## config.mk

```make
export PLATFORM = sky130hd
export DESIGN_NAME = rx_pkt_ctrl
export DESIGN_NICKNAME = d
export VERILOG_FILES = /design/src/rtl/rx_pkt_ctrl.sv
export SDC_FILE = /design/constraint.sdc
export NUM_CORES = 1
export LEC_CHECK = 0
export ABC_AREA = 1
export BUFFER_PORTS_ARGS = -buffer_cell sky130_fd_sc_hd__buf_4
export CORE_ASPECT_RATIO = 1.1
export CORE_MARGIN = 5
export CORE_UTILIZATION = 56
export DETAILED_ROUTE_END_ITERATION = 6
export PLACE_DENSITY_LB_ADDON = 0.1
export SETUP_SLACK_MARGIN = 0.2
export SYNTH_ARGS = -nofsm -noshare
export SYNTH_HDL_FRONTEND = slang
export SYNTH_SLANG_ARGS = --single-unit
```

## constraint.sdc

```tcl
create_clock -name i_clk -period 2 [get_ports i_clk]
set_clock_uncertainty 0.2 [all_clocks]
set_input_delay 0.2 -clock i_clk [delete_from_list [all_inputs] [get_ports i_clk]]
set_output_delay 0.2 -clock i_clk [all_outputs]
set_load 0.05 [all_outputs]
```

## src/rtl/rx_pkt_ctrl.sv

```systemverilog
`default_nettype none
// ============================================================================
// rx_pkt_ctrl : frames A5/len/payload[/checksum] packets and drains them out.
// Optional checksum byte and CKSUM state are compiled in with RX_PKT_CKSUM_EN.
// Revision: 1.0
// ============================================================================
module rx_pkt_ctrl #(
   parameter int MAX_LEN     = 16,
   parameter int TIMEOUT_CYC = 2000
) (
   input  logic       i_clk,
   input  logic       i_rst,
   input  logic [7:0] i_char,
   input  logic       i_char_valid,
   output logic [7:0] o_byte,
   output logic       o_byte_valid,
   output logic       o_byte_last,
   input  logic       i_byte_ready,
   output logic       o_busy,
   output logic [2:0] o_err,
   output logic       o_overrun
);
   localparam int             IW       = (MAX_LEN > 1) ? $clog2(MAX_LEN) : 1;
   localparam int             DEPTH    = 1 << IW;
   localparam int             TW       = $clog2(TIMEOUT_CYC + 1);
   localparam logic [TW-1:0]  TMO_LAST = TW'(TIMEOUT_CYC - 1);
   localparam logic [7:0]     MAX_L    = 8'(MAX_LEN);
   localparam logic [7:0]     HDR      = 8'hA5;
   localparam logic [IW-1:0]  IDX0     = '0;

   typedef enum logic [2:0] {HUNT, LEN, PAYLOAD, CKSUM, DRAIN} state_t;

   state_t        state_q, state_d;
   logic [7:0]    len_q, len_d;
   logic [IW-1:0] idx_q, idx_d;
   logic [IW-1:0] rd_idx_q, rd_idx_d;
   logic [7:0]    sum_q, sum_d;
   logic [TW-1:0] tmo_q, tmo_d;
   logic [7:0]    byte_q, byte_d;
   logic          valid_q, valid_d;
   logic          last_q, last_d;
   logic          busy_q, busy_d;
   logic [2:0]    err_q, err_d;
   logic          overrun_q, overrun_d;
   logic          wr_en;
   logic [IW-1:0] rd_nxt;
   logic [7:0]    buf_q [DEPTH];
`ifdef RX_PKT_CKSUM_EN
   logic [7:0]    ck_sum;
`endif

   always_comb begin
      state_d   = state_q;
      len_d     = len_q;
      idx_d     = idx_q;
      rd_idx_d  = rd_idx_q;
      sum_d     = sum_q;
      tmo_d     = '0;
      byte_d    = byte_q;
      last_d    = last_q;
      err_d     = '0;
      overrun_d = 1'b0;
      wr_en     = 1'b0;
      rd_nxt    = rd_idx_q + 1'b1;
`ifdef RX_PKT_CKSUM_EN
      ck_sum    = sum_q + i_char;
`endif
      case (state_q)
         HUNT: begin
            if (i_char_valid && i_char == HDR) state_d = LEN;
         end
         DRAIN: begin
            overrun_d = i_char_valid;
            if (i_byte_ready) begin
               if (last_q) begin
                  state_d = HUNT;
               end else begin
                  rd_idx_d = rd_nxt;
                  byte_d   = buf_q[rd_nxt];
                  last_d   = (8'(rd_nxt) == len_q - 8'd1);
               end
            end
         end
         LEN, PAYLOAD, CKSUM: begin
            if (!i_char_valid) begin
               // Partial packet is abandoned once the line has been idle too long
               if (tmo_q == TMO_LAST) begin
                  err_d[2] = 1'b1;
                  state_d  = HUNT;
               end else begin
                  tmo_d = tmo_q + 1'b1;
               end
            end else if (state_q == LEN) begin
               if (i_char == 8'd0 || i_char > MAX_L) begin
                  err_d[0] = 1'b1;
                  state_d  = HUNT;
               end else begin
                  len_d   = i_char;
                  idx_d   = '0;
                  sum_d   = '0;
                  state_d = PAYLOAD;
               end
            end else if (state_q == PAYLOAD) begin
               wr_en = 1'b1;
               sum_d = sum_q + i_char;
               idx_d = idx_q + 1'b1;
               if (8'(idx_q) == len_q - 8'd1) begin
`ifdef RX_PKT_CKSUM_EN
                  state_d = CKSUM;
`else
                  // The only byte may still be in flight to the buffer
                  state_d  = DRAIN;
                  rd_idx_d = '0;
                  byte_d   = (len_q == 8'd1) ? i_char : buf_q[IDX0];
                  last_d   = (len_q == 8'd1);
`endif
               end
            end else begin
`ifdef RX_PKT_CKSUM_EN
               if (ck_sum == 8'd0) begin
                  state_d  = DRAIN;
                  rd_idx_d = '0;
                  byte_d   = buf_q[IDX0];
                  last_d   = (len_q == 8'd1);
               end else begin
                  err_d[1] = 1'b1;
                  state_d  = HUNT;
               end
`else
               state_d = HUNT;
`endif
            end
         end
         default: state_d = HUNT;
      endcase
      if (state_d != DRAIN) begin
         byte_d = '0;
         last_d = 1'b0;
      end
      valid_d = (state_d == DRAIN);
      busy_d  = (state_d != HUNT);
   end

   always_ff @(posedge i_clk or negedge i_rst) begin
      if (!i_rst) begin
         state_q   <= HUNT;
         len_q     <= '0;
         idx_q     <= '0;
         rd_idx_q  <= '0;
         sum_q     <= '0;
         tmo_q     <= '0;
         byte_q    <= '0;
         valid_q   <= 1'b0;
         last_q    <= 1'b0;
         busy_q    <= 1'b0;
         err_q     <= '0;
         overrun_q <= 1'b0;
      end else begin
         state_q   <= state_d;
         len_q     <= len_d;
         idx_q     <= idx_d;
         rd_idx_q  <= rd_idx_d;
         sum_q     <= sum_d;
         tmo_q     <= tmo_d;
         byte_q    <= byte_d;
         valid_q   <= valid_d;
         last_q    <= last_d;
         busy_q    <= busy_d;
         err_q     <= err_d;
         overrun_q <= overrun_d;
      end
   end

   always_ff @(posedge i_clk) begin
      if (wr_en) buf_q[idx_q] <= i_char;
   end

   assign o_byte       = byte_q;
   assign o_byte_valid = valid_q;
   assign o_byte_last  = last_q;
   assign o_busy       = busy_q;
   assign o_err        = err_q;
   assign o_overrun    = overrun_q;
endmodule
`default_nettype wire

```

Word level (Yosys, flattened, before mapping)
Memory sizes are Yosys's and may differ from the RTL's.
Index checks and enable logic that the tools add are counted.
Widths: inputs -> output; s select.
{ "op_classes": {"n_eq_ne": 24, "n_addsub": 4, "n_reduce_logical": 14, "bitwise": 1, "mux": 54, "order_cmp": 1} }
{ "op_table": {"columns": ["op", "count"], "rows": [
  ["$mux 8", 8],
  ["$mux 4", 9],
  ["$mux 11", 3],
  ["$mux 3", 8],
  ["$mux 1", 21],
  ["$ne 3x3->1 const B", 7],
  ["$eq 4x8->1", 2],
  ["$pmux 8 s2", 1],
  ["$ne 2x2->1 const B", 7],
  ["$reduce_and 7->1", 2],
  ["$add 11x1->11 const B", 1],
  ["$eq 11x11->1 const B", 1],
  ["$pmux 3 s3", 1],
  ["$add 4x1->4 const B", 2],
  ["$eq 8x1->1 const B", 1],
  ["$eq 8x8->1 const B", 1],
  ["$gt 8x5->1 const B", 1],
  ["$logic_not 8->1", 1],
  ["$pmux 4 s2", 1],
  ["$reduce_and 4->1", 2],
  ["$sub 8x1->8 const B", 1],
  ["$eq 3x2->1 const B", 2],
  ["$eq 3x3->1 const B", 2],
  ["$reduce_and 6->1", 1],
  ["10 further kinds", 12]
]} }
{ "word_totals": {"out_inout_bits": 15, "ff_bits": 44, "ramBits": 128, "input_bits": 12, "n_memories": 1, "wordCells": 110} }
{ "mem_list": {"columns": ["name", "words", "word_bits", "rd", "rd_ports_with_merged_regs", "wr", "line_no", "text"], "rows": [
  ["buf_q", 16, 8, 2, 0, 1, "47", "logic [7:0] buf_q [DEPTH];"]
]} }

Longest topological paths before layout
Gate-level depths: netlist of the first run.
{ "logic_depth": {"depth_word": 10, "depth_mapped": 14, "depth_no_buf": 14} }

Least setup slack after synthesis of the first run
No wires, ideal clock.
{ "synth_timing": {"kind": "register to register", "start": "register len_q[0]", "end": "register rd_idx_q[0]", "slack_ns": 0.040, "period_less_slack_ns": 1.960, "setup_ns": 0.117, "path_stages_with_launch": 14, "required_time_ns": 1.683, "arrival_time_ns": 1.643, "path_buffers": 0, "path_cell_list": "dfrtp_1 > inv_2 > ha_1 > inv_1 > nand2_1 > nand2_1 > a21oi_1 > nand3_2 > nor2_4 > nand4_2 > nand2_2 > nand2_2 > nand2_1 > nand2_1"} }
{ "synth_between": {"elab_chain_len": 4} }
{ "synth_rtl": {"columns": ["item", "line_no", "text"], "rows": [
  ["from (decl)", "34", "logic [7:0] len_q, len_d;"],
  ["from (signal assigned)", "160", "len_q <= len_d;"],
  ["$sub 8x1->8", "107", "if (8'(idx_q) == len_q - 8'd1) begin"],
  ["$eq 4x8->1", "107", null],
  ["$ne 2x2->1 (no source line)", null, null],
  ["$reduce_and 7->1 (no source line)", null, null],
  ["to (signal assigned)", "162", "rd_idx_q <= rd_idx_d;"],
  ["to (decl)", "36", "logic [IW-1:0] rd_idx_q, rd_idx_d;"]
]} }
Every way passes these cells.
A chain may end at the register's enable or synchronous reset.

Final worst setup path of the first run
{ "layout_timing": {"start": "register state_q[1]", "end": "register byte_q[7] (netlist: o_byte[7])"} }
{ "layout_between": {"elab_chain_len": 8, "word_cells_on_any_way": 26, "classes_between": "11 x eq/ne; 11 x mux; 4 x reduce/logical"} }
{ "layout_rtl": {"columns": ["item", "line_no", "text"], "rows": [
  ["from (decl)", "33", "state_t state_q, state_d;"],
  ["from (signal assigned)", "159", "state_q <= state_d;"],
  ["$eq 3x2->1", "68, 103", null],
  ["$mux 3", "103", "end else if (state_q == PAYLOAD) begin"],
  ["$mux 3", "93", "end else if (state_q == LEN) begin"],
  ["$mux 3", "85", "if (!i_char_valid) begin"],
  ["$pmux 3 s3 *", "68", "case (state_q)"],
  ["net state_d[2]", "33", null],
  ["$ne 3x3->1 *", "136", "if (state_d != DRAIN) begin"],
  ["$ne 3x3->1 (no source line) or $reduce_bool 3->1 (tied branches)", null, null],
  ["$reduce_and 7->1 (no source line)", null, null],
  ["to (signal assigned)", "165", "byte_q <= byte_d;"],
  ["to (decl)", "39", "logic [7:0] byte_q, byte_d;"]
]} }
Mark *: on every way through the listed nets, which the timed path passes. The rest lies on a longest branch.

==> results of run 1 <==
synth_stat cells, drive strengths merged:
library cell and n:
a211oi 1, a21oi 11, buf 23, clkbuf 4, conb 1, dfrtp 44
edfxtp 128, ha 8, inv 51, nand2 264, nand3 96, nand4 18
nor2 93, nor3 10, nor3b 1, nor4 1, o211ai 3, o21a 1
o21ai 35, o221a 1, o22ai 2, xnor2 2, xor2 1
per-layer routing:
layer | global-route usage | share of wire | vias up
met5 | 0 | 0 | -
met4 | 0.126 | 0.038 | 0
met3 | 0.0403 | 0.062 | 46
met2 | 0.417 | 0.49 | 238
met1 | 0.350 | 0.41 | 3007
li1 | - | - | 2905
worst min-delay path: cells and delay by family:
kind,cells,cell delay [ns]
buffers and inverters,2,0.26
AND/OR/NAND/NOR,3,0.15
layout make-up:
type,count,area (µm²)
Tap cell,188,235
Clock inverter,8,76.3
Timing Repair Buffer,116,1070
Multi-Input combinational cell,550,2930
Inverter,51,209
Fill cell,971,3730
Sequential cell,172,4950
Clock buffer,24,536
state kept, by name (all words and copies together) (netlist names):
register / count
tmo_q: 11
o_overrun: 1
o_busy: 1
rd_idx_q: 4
len_q: 8
state_q: 3
o_err: 2
idx_q: 4
buf_q: 128
o_byte_last: 1
o_byte: 8
o_byte_valid: 1
cell usage in the layout, fill, tap and decap left out, types with 9 or more instances in the layout:
master and count:
a21oi_1 9, buf_4 76, buf_6 19, clkbuf_16 20
dfrtp_1 40, dlygate4sd3_1 10, edfxtp_1 128, inv_1 32
inv_2 16, nand2_1 238, nand2_2 16, nand3_1 86
nand3_2 10, nand4_1 16, nor2_1 61, nor2_4 25
o21ai_0 29
worst paths after layout:
kind,end,slack [ns],depth (start not counted)
worst max-delay path,o_byte[7],0.008,9
worst min-delay path,o_byte[0],0.02,5
worst max register to register,o_byte[7],0.008,9
worst min register to register,o_byte[3],0.28,2
max in group asynchronous,rd_idx_q[0],1.03,2
min in group asynchronous,tmo_q[0],0.12,2
where the power goes:
part	internal (W)	total (W)	leakage, nW	switching (W)
sequential	0.00396	0.00407	1.68	0.000107
clock	0.00200	0.00332	0.295	0.00132
combinational	0.00138	0.00363	2.12	0.00224
total	0.00734	0.0110	4.10	0.00367
metrics by stage:
step	power [W]	cell area [µm²]	setup WS, ns	hold WS (ns)
global route	0.0115	10000	-0.0846	0.0373
floorplan	0.00622	7840	0.0833	-0.296
CTS	0.0110	9620	0.0144	0.0147
detailed placement	0.00745	8590	-0.0244	0.0409
finish	0.0110	10000	0.00789	0.0235
global placement	0.00741	8590	0.00454	0.0360
cell families (layout without fill, tap and decap cells):
logic type      Yosys count  after routing  synth area share
flops                   172            172             0.634
other cells               1              1          0.000481
fa+ha+maj                 8              8            0.0128
xor+xnor                  3              3           0.00337
buf+inv                  78            199            0.0419
simple gates            483            484             0.269
compound gates           54             54            0.0380
repair_timing:
| action | in CTS | in global routing |
|---|---|---|
| hold buffers | 10 | 0 |
| buffers inserted | 12 | 10 |
| pin swaps | 24 | 31 |
| endpoints found under the setup margin | 149 | 152 |
| resized for setup | 60 | 81 |
| cloned | 2 | 0 |
| endpoints found under the hold margin | 76 | 0 |
==> qor.csv, run 1 <==
metric,value,unit
Syn-to-layout area delta,28.3,%
Die ar.,16400,µm²
initial antenna violation count,0,
Via Count,6196,
crit end category,flop,
Final Hold Vio Count,0,
CORE AREA,13700,µm²
clock insertion delay at the later pin of the skew report,0.43,ns
"area leader, netlist",edfxtp_1,
gate family responsible for the most delay along the worst path,simple AND/OR/NAND/NOR gates,
die height,134,µm
share of post-route cells with drive strength above 1,0.261,
Row Count,45,
vias in the first global route,6055,
Final Slew Violations,0,
Yosys cell types,33,
Period minus WS final,1.99,ns
crit path DAT,2.16,ns
Synth top area share,0.493,
Residual DRC,0,
Vias/cell,5.59,
DRT antenna net count,0,
Worst setup SP type,flop,
hold crit path type,in2reg,
Port Buffers,25,
GPL Wtd Cong,0.893,
kind of critical path,reg2reg,
Tcrit/Tclk final,0.996,
launching point of the worst reg2reg path,state_q[1],
static leakage,4.10,nW
buffer depth of the longest clock path,2,
CTS clock-pin slew for the worst setup and hold paths,0.07,ns
GRT overflow,0,
final cell count without fillers,1109,
Gate Count Post-Synth,799,
Fin Setup TNS,0,ns
outcome,"finished, final reports clean",
Worst VDD drop,0.516,mV
hold_sp,i_byte_ready,
fmax,502,MHz
max cap viols,0,
"Avg Cell Area, Syn",9.76,µm²
Nets,928,
synthesis warning total,0,
CTS tree,done,
Detailed Route WL,20.8,mm
Avg WL per Cell,18.7,µm
Critical Path Fanout Max,5,
RSZ-0062 raised after global routing,true,
post-synthesis sequential area ratio,0.634,
Worst Path Required,2.17,ns
htree depth,4,
first-pass GRT wire length,32.1,mm
Initial Util,0.567,
dpl cells,1043,
Pwr Density,1100,nW/µm²
"top cells by area, synth","edfxtp_1, dfrtp_1, nand2_1, nand3_1, nor2_1",
IO Pins,27,
Max stage delay on crit path,0.45,ns
CP max-delay cell,dfrtp_2,
CP Cell Sequence,"nor2_2, inv_2, nor2_2, inv_2, nor2_2, a21oi_1, nand2_4, nand3_2, nand2_1",
ANT cells,0,
crit path buf inv count,2,
Mapped Area,7800,µm²
Worst Tran Pin Value,0.618,ns
pin count of the biggest net entering global routing,45,
syn nets,819,
worst rel slew slack,0.586,
gr usage total,0.261,
Final Util,0.728,
Sink Count,172,
Num CTS Buffers,17,
cell mode on critical path,nor2_2,
CTS root buf,clkbuf_16,
1st-pass router iterations,6,
Final HPWL DP,13.2,mm
crit path from,state_q[1],
1st-iter DRT viols,565,
"flops & latches, synth",172,
Die X,123,µm
final setup violation count,0,
Note: power is estimated with default switching activity, not from simulation.
==> inputs of run 2 (changes only) <==
--- a/config.mk
+++ b/config.mk
@@ -9,7 +9,9 @@
 export BUFFER_PORTS_ARGS = -buffer_cell sky130_fd_sc_hd__buf_4
 export CORE_ASPECT_RATIO = 1.1
 export CORE_MARGIN = 5
-export CORE_UTILIZATION = 56
+export CORE_UTILIZATION = 58
+export CTS_BUF_LIST = sky130_fd_sc_hd__clkbuf_4
+export CTS_CLUSTER_SIZE = 24
 export DETAILED_ROUTE_END_ITERATION = 6
 export PLACE_DENSITY_LB_ADDON = 0.1
 export SETUP_SLACK_MARGIN = 0.2
==> qor.csv, run 2 (synthesized netlist as in run 1, its figures left out) <==
metric,value,unit,change
CP max-delay cell,dfrtp_1,,
"commonest non-fill, non-tap cell in the layout",nand2_1,,
CTS tree,done,,
Tcrit/Tclk final,1.04,,+0.0458
Num CTS Buffers,17,,unchanged
htree depth,4,,unchanged
fmax,480,MHz,-4.4%
crit end category,flop,,
crit path from,len_q[0],,
Worst Setup EP,o_byte[1],,
first-pass GRT wire length,33.5,mm,+4.2%
Final Slew Violations,0,,unchanged
GR Layer Usage met3,0.0499,,+0.00953
pin count of the biggest net entering global routing,45,,unchanged
Worst VDD drop,0.455,mV,-12%
failing checks,negative setup slack,,
most frequent cells in the layout,"nand2_1, edfxtp_1, nand3_1",,
Avg WL per Cell,20.0,µm,+7.1%
initial antenna violation count,0,,unchanged
kind of critical path,reg2reg,,
r2r endpoint,o_byte[1],,
CP Cell Sequence,"inv_2, ha_4, inv_2, nand2_2, nand2_2, a21oi_2, nand3_2, nor2_4, nand4_4, nand2_4, nand3_2, nand2_1",,
launching point of the worst reg2reg path,len_q[0],,
hold crit path type,in2reg,,
Syn-to-layout area delta,20.8,%,
vias in the first global route,6256,,+3.3%
Worst setup SP type,flop,,
die height,132,µm,-1.6%
ANT cells,0,,unchanged
IO Pins,27,,unchanged
Period minus WS final,2.08,ns,+0.0917 ns
Nets,917,,-1.2%
CORE AREA,13200,µm²,-3.8%
R2R setup slack,-0.08,ns,-0.09 ns
clock insertion delay at the later pin of the skew report,0.57,ns,+0.14 ns
GR Util met1,0.370,,+0.0195
Final Hold Vio Count,0,,unchanged
final cell count without fillers,1071,,-3.4%
1st-iter DRT viols,602,,+6.5%
buffer depth of the longest clock path,2,,unchanged
Worst Path Required,2.32,ns,+0.15 ns
max cap viols,0,,unchanged
GRT overflow,0,,unchanged
Max stage delay on crit path,0.43,ns,-0.02 ns
final setup violation count,14,,+14
Critical Path Fanout Max,5,,unchanged
Row Count,44,,-2.2%
dpl cells,1008,,-3.4%
share of post-route cells with drive strength above 1,0.244,,-0.0166
Port Buffers,25,,unchanged
Via Count,6277,,+1.3%
CTS clock-pin slew for the worst setup and hold paths,0.13,ns,+0.06 ns
crit path DAT,2.40,ns,+0.24 ns
DRT antenna net count,0,,unchanged
top flop regs,"buf_q x128, tmo_q x11",,
outcome,"finished, violations left",,
Detailed Route WL,21.5,mm,+3.4%
1st-pass router iterations,5,,-1
"Most flops, register",buf_q,,
Largest register FFs,128,,unchanged
Die X,121,µm,-1.6%
Vias/cell,5.86,,+4.9%
Sink Count,172,,unchanged
gr busiest metal,met2,,
Pwr Density,1000,nW/µm²,-9.1%
hold_sp,i_char_valid,,
met2 usage,0.440,,+0.0225
RSZ-0062 raised after global routing,true,,
Pwr Total,0.00943,W,-14%
Initial Util,0.590,,+0.0226
WHS,0.218,ns,+0.194 ns
worst rel slew slack,0.519,,-0.0677
Final HPWL DP,14.0,mm,+6.0%
R2R depth,12,,+3
dpl ws,-0.113,ns,-0.0888 ns
gr usage total,0.278,,+0.0166
CTS root buf,clkbuf_4,,
Die ar.,15900,µm²,-3.2%
setup ws final,-0.0838,ns,-0.0917 ns
Worst Tran Pin Value,0.720,ns,+0.101 ns
static leakage,3.86,nW,-6.0%
GPL Wtd Cong,0.937,,+4.9%
Residual DRC,0,,unchanged
[run 2: final cells by class]
type | instances | area [µm²]
flip-flops and latches | 172 | 4950
fillers | 971 | 3790
multi-input cells | 550 | 2840
repair buffers | 105 | 978
inverters | 51 | 209
well taps | 161 | 201
clock buffers | 18 | 135
clock inverters | 14 | 106
[run 2: metal layers]
metal	wire [µm]	vias up	part of all wire
met4	943	0	0.044
met5	0	-	0
met3	1490	65	0.069
li1	-	2898	-
met2	10400	281	0.48
met1	8620	3033	0.40
[run 2: worst max-delay path: cells and delay by family (launching register included)]
| kind | cells | cell delay [ns] |
|---|---|---|
| buf+inv | 2 | 0.10 |
| fa+ha+maj | 1 | 0.28 |
| compound gates | 1 | 0.12 |
| flops | 1 | 0.43 |
| simple gates | 8 | 0.90 |
[run 2: stage by stage]
stage	utilization	area (µm²)	TNS, ns
floorplan	-	7840	0
global placement	0.645	8520	-0.134
detailed placement	0.645	8520	-0.287
CTS	0.696	9200	0
global route	0.713	9420	-2.86
finish	0.713	9420	-0.947
[run 2: report_power, final]
group / internal, W / switching [W] / total (W)
clock network: 0.000608 / 0.00119 / 0.00180
registers: 0.00395 / 0.000131 / 0.00409
logic: 0.00130 / 0.00224 / 0.00354
[run 2: worst min-delay path by stage]
stage / depth (start not counted) / slack (ns) / endpoint
after global routing: 3 / 0.19 / o_err[2]
after floorplan: 0 / -0.30 / idx_q[0]
final: 3 / 0.22 / o_err[2]
after detailed placement: 1 / 0.04 / tmo_q[1]
after global placement: 1 / 0.03 / tmo_q[1]
after CTS: 3 / 0.15 / o_err[2]
[run 2: what timing repair did]
action | 4_1_cts | 5_1_grt
hold buffers | 13 | 0
cloned | 2 | 0
buffers inserted | 11 | 5
setup endpoints to repair | 146 | 162
pin swaps | 6 | 18
endpoints found under the hold margin | 204 | 0
resized for setup | 61 | 50
